### src/rtl/darkroom_spi_rx.sv
// SPI mode-0 slave receiver: oversamples sck/mosi/ss_n on the system clock,
// assembles MSB-first words into a show-ahead FIFO and reports frame status.
module darkroom_spi_rx #(
  parameter int WORD_BITS  = 32,
  parameter int FIFO_DEPTH = 4
) (
  input  logic                 clk,
  input  logic                 rst,
  input  logic                 sck_i,
  input  logic                 mosi_i,
  input  logic                 ss_n_i,
  output logic [WORD_BITS-1:0] word_o,
  output logic                 word_valid_o,
  input  logic                 word_ready_i,
  output logic                 word_first_o,
  output logic                 frame_done_o,
  output logic [7:0]           frame_words_o,
  output logic                 short_word_o,
  output logic                 overrun_o,
  input  logic                 overrun_clr_i
);

  localparam int BIT_CNT_W = $clog2(WORD_BITS + 1);
  localparam int PTR_W     = $clog2(FIFO_DEPTH);
  localparam int OCC_W     = PTR_W + 1;

  localparam logic [BIT_CNT_W-1:0] BITS_FULL = BIT_CNT_W'(WORD_BITS);
  localparam logic [OCC_W-1:0]     OCC_FULL  = OCC_W'(FIFO_DEPTH);

  typedef enum logic {
    ST_IDLE,
    ST_FRAME
  } rx_state_e;

  // ---------------------------------------------------------------------------
  // Input synchronizers, history registers and registered edge events
  // ---------------------------------------------------------------------------
  logic [1:0] sck_sync, mosi_sync, ss_sync;
  logic       sck_hist, mosi_hist, ss_hist;
  logic [2:0] pipe_vld;
  logic       sck_rise, ss_fall, ss_rise;

  // pipe_vld tracks how far real pin data has travelled since reset; edges
  // against reset values are not real and must not start a frame mid-word.
  // NOTE: sequential state is written only with non-blocking assignments so
  // every register samples pre-edge values, independent of block ordering.
  always_ff @(posedge clk) begin
    if (rst) begin
      sck_sync  <= 2'b00;
      mosi_sync <= 2'b00;
      ss_sync   <= 2'b11;
      sck_hist  <= 1'b0;
      mosi_hist <= 1'b0;
      ss_hist   <= 1'b1;
      pipe_vld  <= 3'b000;
      sck_rise  <= 1'b0;
      ss_fall   <= 1'b0;
      ss_rise   <= 1'b0;
    end else begin
      sck_sync  <= {sck_sync[0], sck_i};
      mosi_sync <= {mosi_sync[0], mosi_i};
      ss_sync   <= {ss_sync[0], ss_n_i};
      sck_hist  <= sck_sync[1];
      mosi_hist <= mosi_sync[1];
      ss_hist   <= ss_sync[1];
      pipe_vld  <= {pipe_vld[1:0], 1'b1};
      sck_rise  <= pipe_vld[2] &  sck_sync[1] & ~sck_hist;
      ss_fall   <= pipe_vld[2] & ~ss_sync[1]  &  ss_hist;
      ss_rise   <= pipe_vld[2] &  ss_sync[1]  & ~ss_hist;
    end
  end

  // ---------------------------------------------------------------------------
  // Frame state, deserializer and frame status
  // ---------------------------------------------------------------------------
  rx_state_e              state;
  logic [BIT_CNT_W-1:0]   bit_cnt;
  logic [WORD_BITS-1:0]   shift_q;
  logic [7:0]             frame_cnt;
  logic [7:0]             frame_cnt_inc;
  logic                   first_pending;
  logic                   word_push;

  assign word_push     = (bit_cnt == BITS_FULL);
  assign frame_cnt_inc = (frame_cnt == 8'hFF) ? 8'hFF : frame_cnt + 8'd1;

  // A word completing in the same cycle as ss_rise still counts toward the
  // frame total and is not reported as a short word.
  always_ff @(posedge clk) begin
    if (rst) begin
      state         <= ST_IDLE;
      bit_cnt       <= '0;
      shift_q       <= '0;
      frame_cnt     <= '0;
      first_pending <= 1'b0;
      frame_done_o  <= 1'b0;
      short_word_o  <= 1'b0;
      frame_words_o <= '0;
    end else begin
      frame_done_o <= 1'b0;
      short_word_o <= 1'b0;

      if (word_push) begin
        bit_cnt       <= '0;
        frame_cnt     <= frame_cnt_inc;
        first_pending <= 1'b0;
      end

      case (state)
        ST_IDLE: begin
          if (ss_fall) begin
            state         <= ST_FRAME;
            bit_cnt       <= '0;
            shift_q       <= '0;
            frame_cnt     <= '0;
            first_pending <= 1'b1;
          end
        end
        ST_FRAME: begin
          if (ss_rise) begin
            state         <= ST_IDLE;
            bit_cnt       <= '0;
            frame_done_o  <= 1'b1;
            frame_words_o <= word_push ? frame_cnt_inc : frame_cnt;
            short_word_o  <= (bit_cnt != '0) && !word_push;
          end else if (sck_rise) begin
            shift_q <= {shift_q[WORD_BITS-2:0], mosi_hist};
            bit_cnt <= bit_cnt + BIT_CNT_W'(1);
          end
        end
        default: state <= ST_IDLE;
      endcase
    end
  end

  // ---------------------------------------------------------------------------
  // Show-ahead word FIFO
  // ---------------------------------------------------------------------------
  logic [WORD_BITS-1:0] mem_word  [FIFO_DEPTH];
  logic                 mem_first [FIFO_DEPTH];
  logic [PTR_W-1:0]     wr_ptr, rd_ptr;
  logic [OCC_W-1:0]     occ;
  logic                 fifo_full, do_pop, do_push;

  assign fifo_full    = (occ == OCC_FULL);
  assign word_valid_o = (occ != '0);
  assign do_pop       = word_valid_o & word_ready_i;
  assign do_push      = word_push & (~fifo_full | do_pop);

  // Outputs are forced to zero while empty so the unreset storage never shows.
  assign word_o       = word_valid_o ? mem_word[rd_ptr]  : '0;
  assign word_first_o = word_valid_o ? mem_first[rd_ptr] : 1'b0;

  // NOTE: the storage array is deliberately not reset; occupancy and pointers
  // define which entries are meaningful, and the array maps onto plain RAM.
  always_ff @(posedge clk) begin
    if (do_push) begin
      mem_word[wr_ptr]  <= shift_q;
      mem_first[wr_ptr] <= first_pending;
    end
  end

  always_ff @(posedge clk) begin
    if (rst) begin
      wr_ptr <= '0;
      rd_ptr <= '0;
      occ    <= '0;
    end else begin
      if (do_push) wr_ptr <= wr_ptr + PTR_W'(1);
      if (do_pop)  rd_ptr <= rd_ptr + PTR_W'(1);
      case ({do_push, do_pop})
        2'b10:   occ <= occ + OCC_W'(1);
        2'b01:   occ <= occ - OCC_W'(1);
        default: occ <= occ;
      endcase
    end
  end

  // Set has priority over a same-cycle clear so no drop goes unreported.
  always_ff @(posedge clk) begin
    if (rst) begin
      overrun_o <= 1'b0;
    end else if (word_push & fifo_full & ~do_pop) begin
      overrun_o <= 1'b1;
    end else if (overrun_clr_i) begin
      overrun_o <= 1'b0;
    end
  end

endmodule

### config.mk
export PLATFORM = sky130hd
export DESIGN_NAME = darkroom_spi_rx
export DESIGN_NICKNAME = d
export VERILOG_FILES = /design/src/rtl/darkroom_spi_rx.sv
export SDC_FILE = /design/constraint.sdc
export NUM_CORES = 1
export LEC_CHECK = 0
export BUFFER_PORTS_ARGS = -buffer_cell sky130_fd_sc_hd__buf_2
export CAP_MARGIN = 20
export CELL_PAD_IN_SITES_DETAIL_PLACEMENT = 0
export CELL_PAD_IN_SITES_GLOBAL_PLACEMENT = 1
export CORE_MARGIN = 3
export CORE_UTILIZATION = 50
export CTS_CLUSTER_SIZE = 10
export DETAILED_ROUTE_END_ITERATION = 7
export PLACE_DENSITY_LB_ADDON = 0.1
export SYNTH_ARGS = -nofsm -noshare
export SYNTH_HDL_FRONTEND = slang
export SYNTH_SLANG_ARGS = --single-unit
### constraint.sdc
create_clock -name clk -period 4.08 [get_ports clk]
set_input_delay 0.204 -clock clk [delete_from_list [all_inputs] [get_ports clk]]
set_output_delay 0.204 -clock clk [all_outputs]
set_load 0.03 [all_outputs]
==> reports/metrics.yaml <==
timing:
  fmax_mhz: 342
  period_share: 0.717
  slew_viol_final: 0
  fin_worst_skew_ns: 0.00826
  min_period_ns: 2.93
  setup_tns_ns: 0
  rsz0062_at_grt: "no"
  timing.final.hold_violations: 0
  tightest_slew_ns: 0.789
  setup_viol: 0
  slew_headroom: 0.474
  layout_setup_ws_ns: 1.15
floorplan:
  rows: 46
  die_x_um: 135
  die_area_um2: 18100
  io_pins: 52
  start_util: 0.515
  core_area_um2: 16100
  die_h_um: 135
routing:
  routed_via_density: 5.61
  ant_nets: 0
  routed_wl_mm: 15.3
  met2_length_mm: 7.60
  drt_iter0_drc: 342
  top_signal_layer_used: "met4"
  dr_wl_met3_um: 750
  drt_pass1_iterations: 4
  drc_errors: 0
  wl_met1_mm: 6.71
  avgRoutedWirePerCell_um: 18.0
  num_vias: 4789
global_routing:
  gr-total-overflow: 0
  grt_pass1_vias: 4783
  grt_usage: 0.174
  grt_max_degree: 71
  antenna_found_initial: 0
  grt_pass1_wl_mm: 25.2
critical_path:
  cp-startpoint: "bit_cnt[0]"
  cp-end-kind: "flop"
  cp_max_fo: 10
  worstPathRequired_ns: 4.48
  critPathLaunchType: "flop"
  ff2ff_path_depth: 10
  cp-endpoint: "occ[1]"
  reg2reg_to: "occ[1]"
  cp.arrival_ns: 3.33
  critPathKind: "flop to flop"
  r2r-start: "bit_cnt[0]"
  ff2ff_setup_slack_ns: 1.15
logic_synthesis:
  synthTopCellsByArea: "edfxtp_1 (48%), dfxtp_1 (20%), mux4_2 (9.0%)"
  synthCells: 563
  yosys.area.top_type: "edfxtp_1"
  yosysMostFrequentCell: "edfxtp_1"
  async_reset_ff_frac: 0
  avgSynthCellArea_um2: 14.7
  syn_nets: 578
  synth.top_cell.area_share: 0.479
  synth_commonest_cells: "edfxtp_1 (132), dfxtp_1 (83), nor2_1 (49)"
  ys_seq_area_frac: 0.680
  synth_edf_count: 132
  synth-seq-cells: 215
  yosys_warnings: 0
  synth_ff_type: "edfxtp_1"
  synth_cell_types: 60
  syn-cell-area_um2: 8270
final_layout:
  final_cells: 854
  antenna_cells: 0
  areaGrowthSynthToFinish_pct: 14.6
  nets: 635
  final_layout_size_suffix_gt1_frac: 0.213
cts:
  cts_hold_buf: 3
  cts-htree-levels: 1
  clock_sinks: 215
  cts_resized: 0
  cts_buffers: 25
  clock_path_buffers: 3
  insertion_delay_ns: 0.50
  cts_tree: "done"
  path_clk_slew_ns: 0.05
  cts_setup_buffers: 0
  cts_root_buf: "clkbuf_16"
power:
  p_per_area_nw_per_um2: 448
  ir_drop_mv: 0.305
  power.leakage_nw: 3.25
place:
  dp.cells: 806
  dp_hpwl_mm: 8.92
  gp_congestion: 0.788
  numPortBuffers: 51
  dp_worst_setup_slack_ns: 1.16
hold_path:
  hp-class: "input pin to flop"
status:
  status: "complete, no violations"
job:
  maxCapViolations: 0
[critical path: stages (launching register included)]
cell and delay, ns:
dfxtp_1 0.34, inv_1 0.09, ha_1 0.17, nor4b_4 0.46, nand2_1 0.30, nand3_1 0.18, fa_1 0.47, nand2b_1 0.17
o22ai_1 0.13, o311ai_0 0.20, a221oi_2 0.32
[layout make-up]
class	count	area [um2]
clock buffer	44	707
multi-input combinational	303	2460
timing repair buffer	64	360
sequential	215	5630
inverter	11	41.3
fill	1269	6580
clock inverter	1	8.76
tap	216	270
[flip-flops by register name, summed over array words and instances, names as in the netlist, 3 cells and up, named ones only]
register	cells
mem_word	128
shift_q	32
frame_cnt	8
frame_words_o	8
bit_cnt	6
mem_first	4
occ	3
pipe_vld	3
[power breakdown]
group	internal (mW)	leakage (nW)	switching [mW]	total, mW
registers	2.29	1.89	0.00170	2.29
clock network	1.16	0.341	0.769	1.93
logic	0.00912	1.01	0.0204	0.0295
total	3.46	3.25	0.791	4.25
[logic make-up (layout without fill, tap and decap cells)]
group	after synthesis	count (layout)	synth area share
flops	215	215	0.680
simple gates	177	177	0.117
compound gates	78	78	0.0696
buf+inv	45	120	0.0218
mux	36	36	0.0935
fa+ha+maj	8	8	0.0130
xor+xnor	4	4	0.00424
[per-stage QoR]
step	hold slack (ns)	power, mW	instance area (um2)	util
final	0.0166	4.25	9480	0.590
after global routing	0.0283	4.41	9480	0.590
after CTS	0.00492	4.30	9480	0.590
after detailed placement	0.391	2.36	8730	0.544
after global placement	0.392	2.36	8730	0.544
after floorplan	0.308	2.35	8270	-
[how the worst min path moves through the flow]
| stage | end | start | cells after the start | slack [ns] |
|---|---|---|---|---|
| final | overrun_o | overrun_clr_i | 4 | 0.02 |
| after global routing | pipe_vld[0] | rst | 2 | 0.03 |
| after CTS | pipe_vld[0] | rst | 2 | 0.005 |
| after detailed placement | ss_sync[0] | ss_n_i | 2 | 0.39 |
| after global placement | ss_sync[0] | ss_n_i | 2 | 0.39 |
| after floorplan | ss_sync[0] | ss_n_i | 1 | 0.31 |
[layout by cell type (no fill, tap or decap), drive strengths merged, types with 4 or more instances in the layout]
master    n
edfxtp  132
dfxtp    83
buf      61
nor2     51
clkbuf   44
and2     39
mux4     33
a22oi    32
nand2    22
nand3    13
a21oi    11
inv      11
nor2b    10
ha        7
nor3      7
nand4     5
nand2b    4
or2       4
o21ai     4
a31oi     4
a311oi    4
[metal layers]
layer  up-vias  track usage
li1       2247            -
met1      2395        0.238
met2       123        0.295
met3        24       0.0298
met4         0       0.0436
met5         -            0
Power figures use the tool's default switching activity.
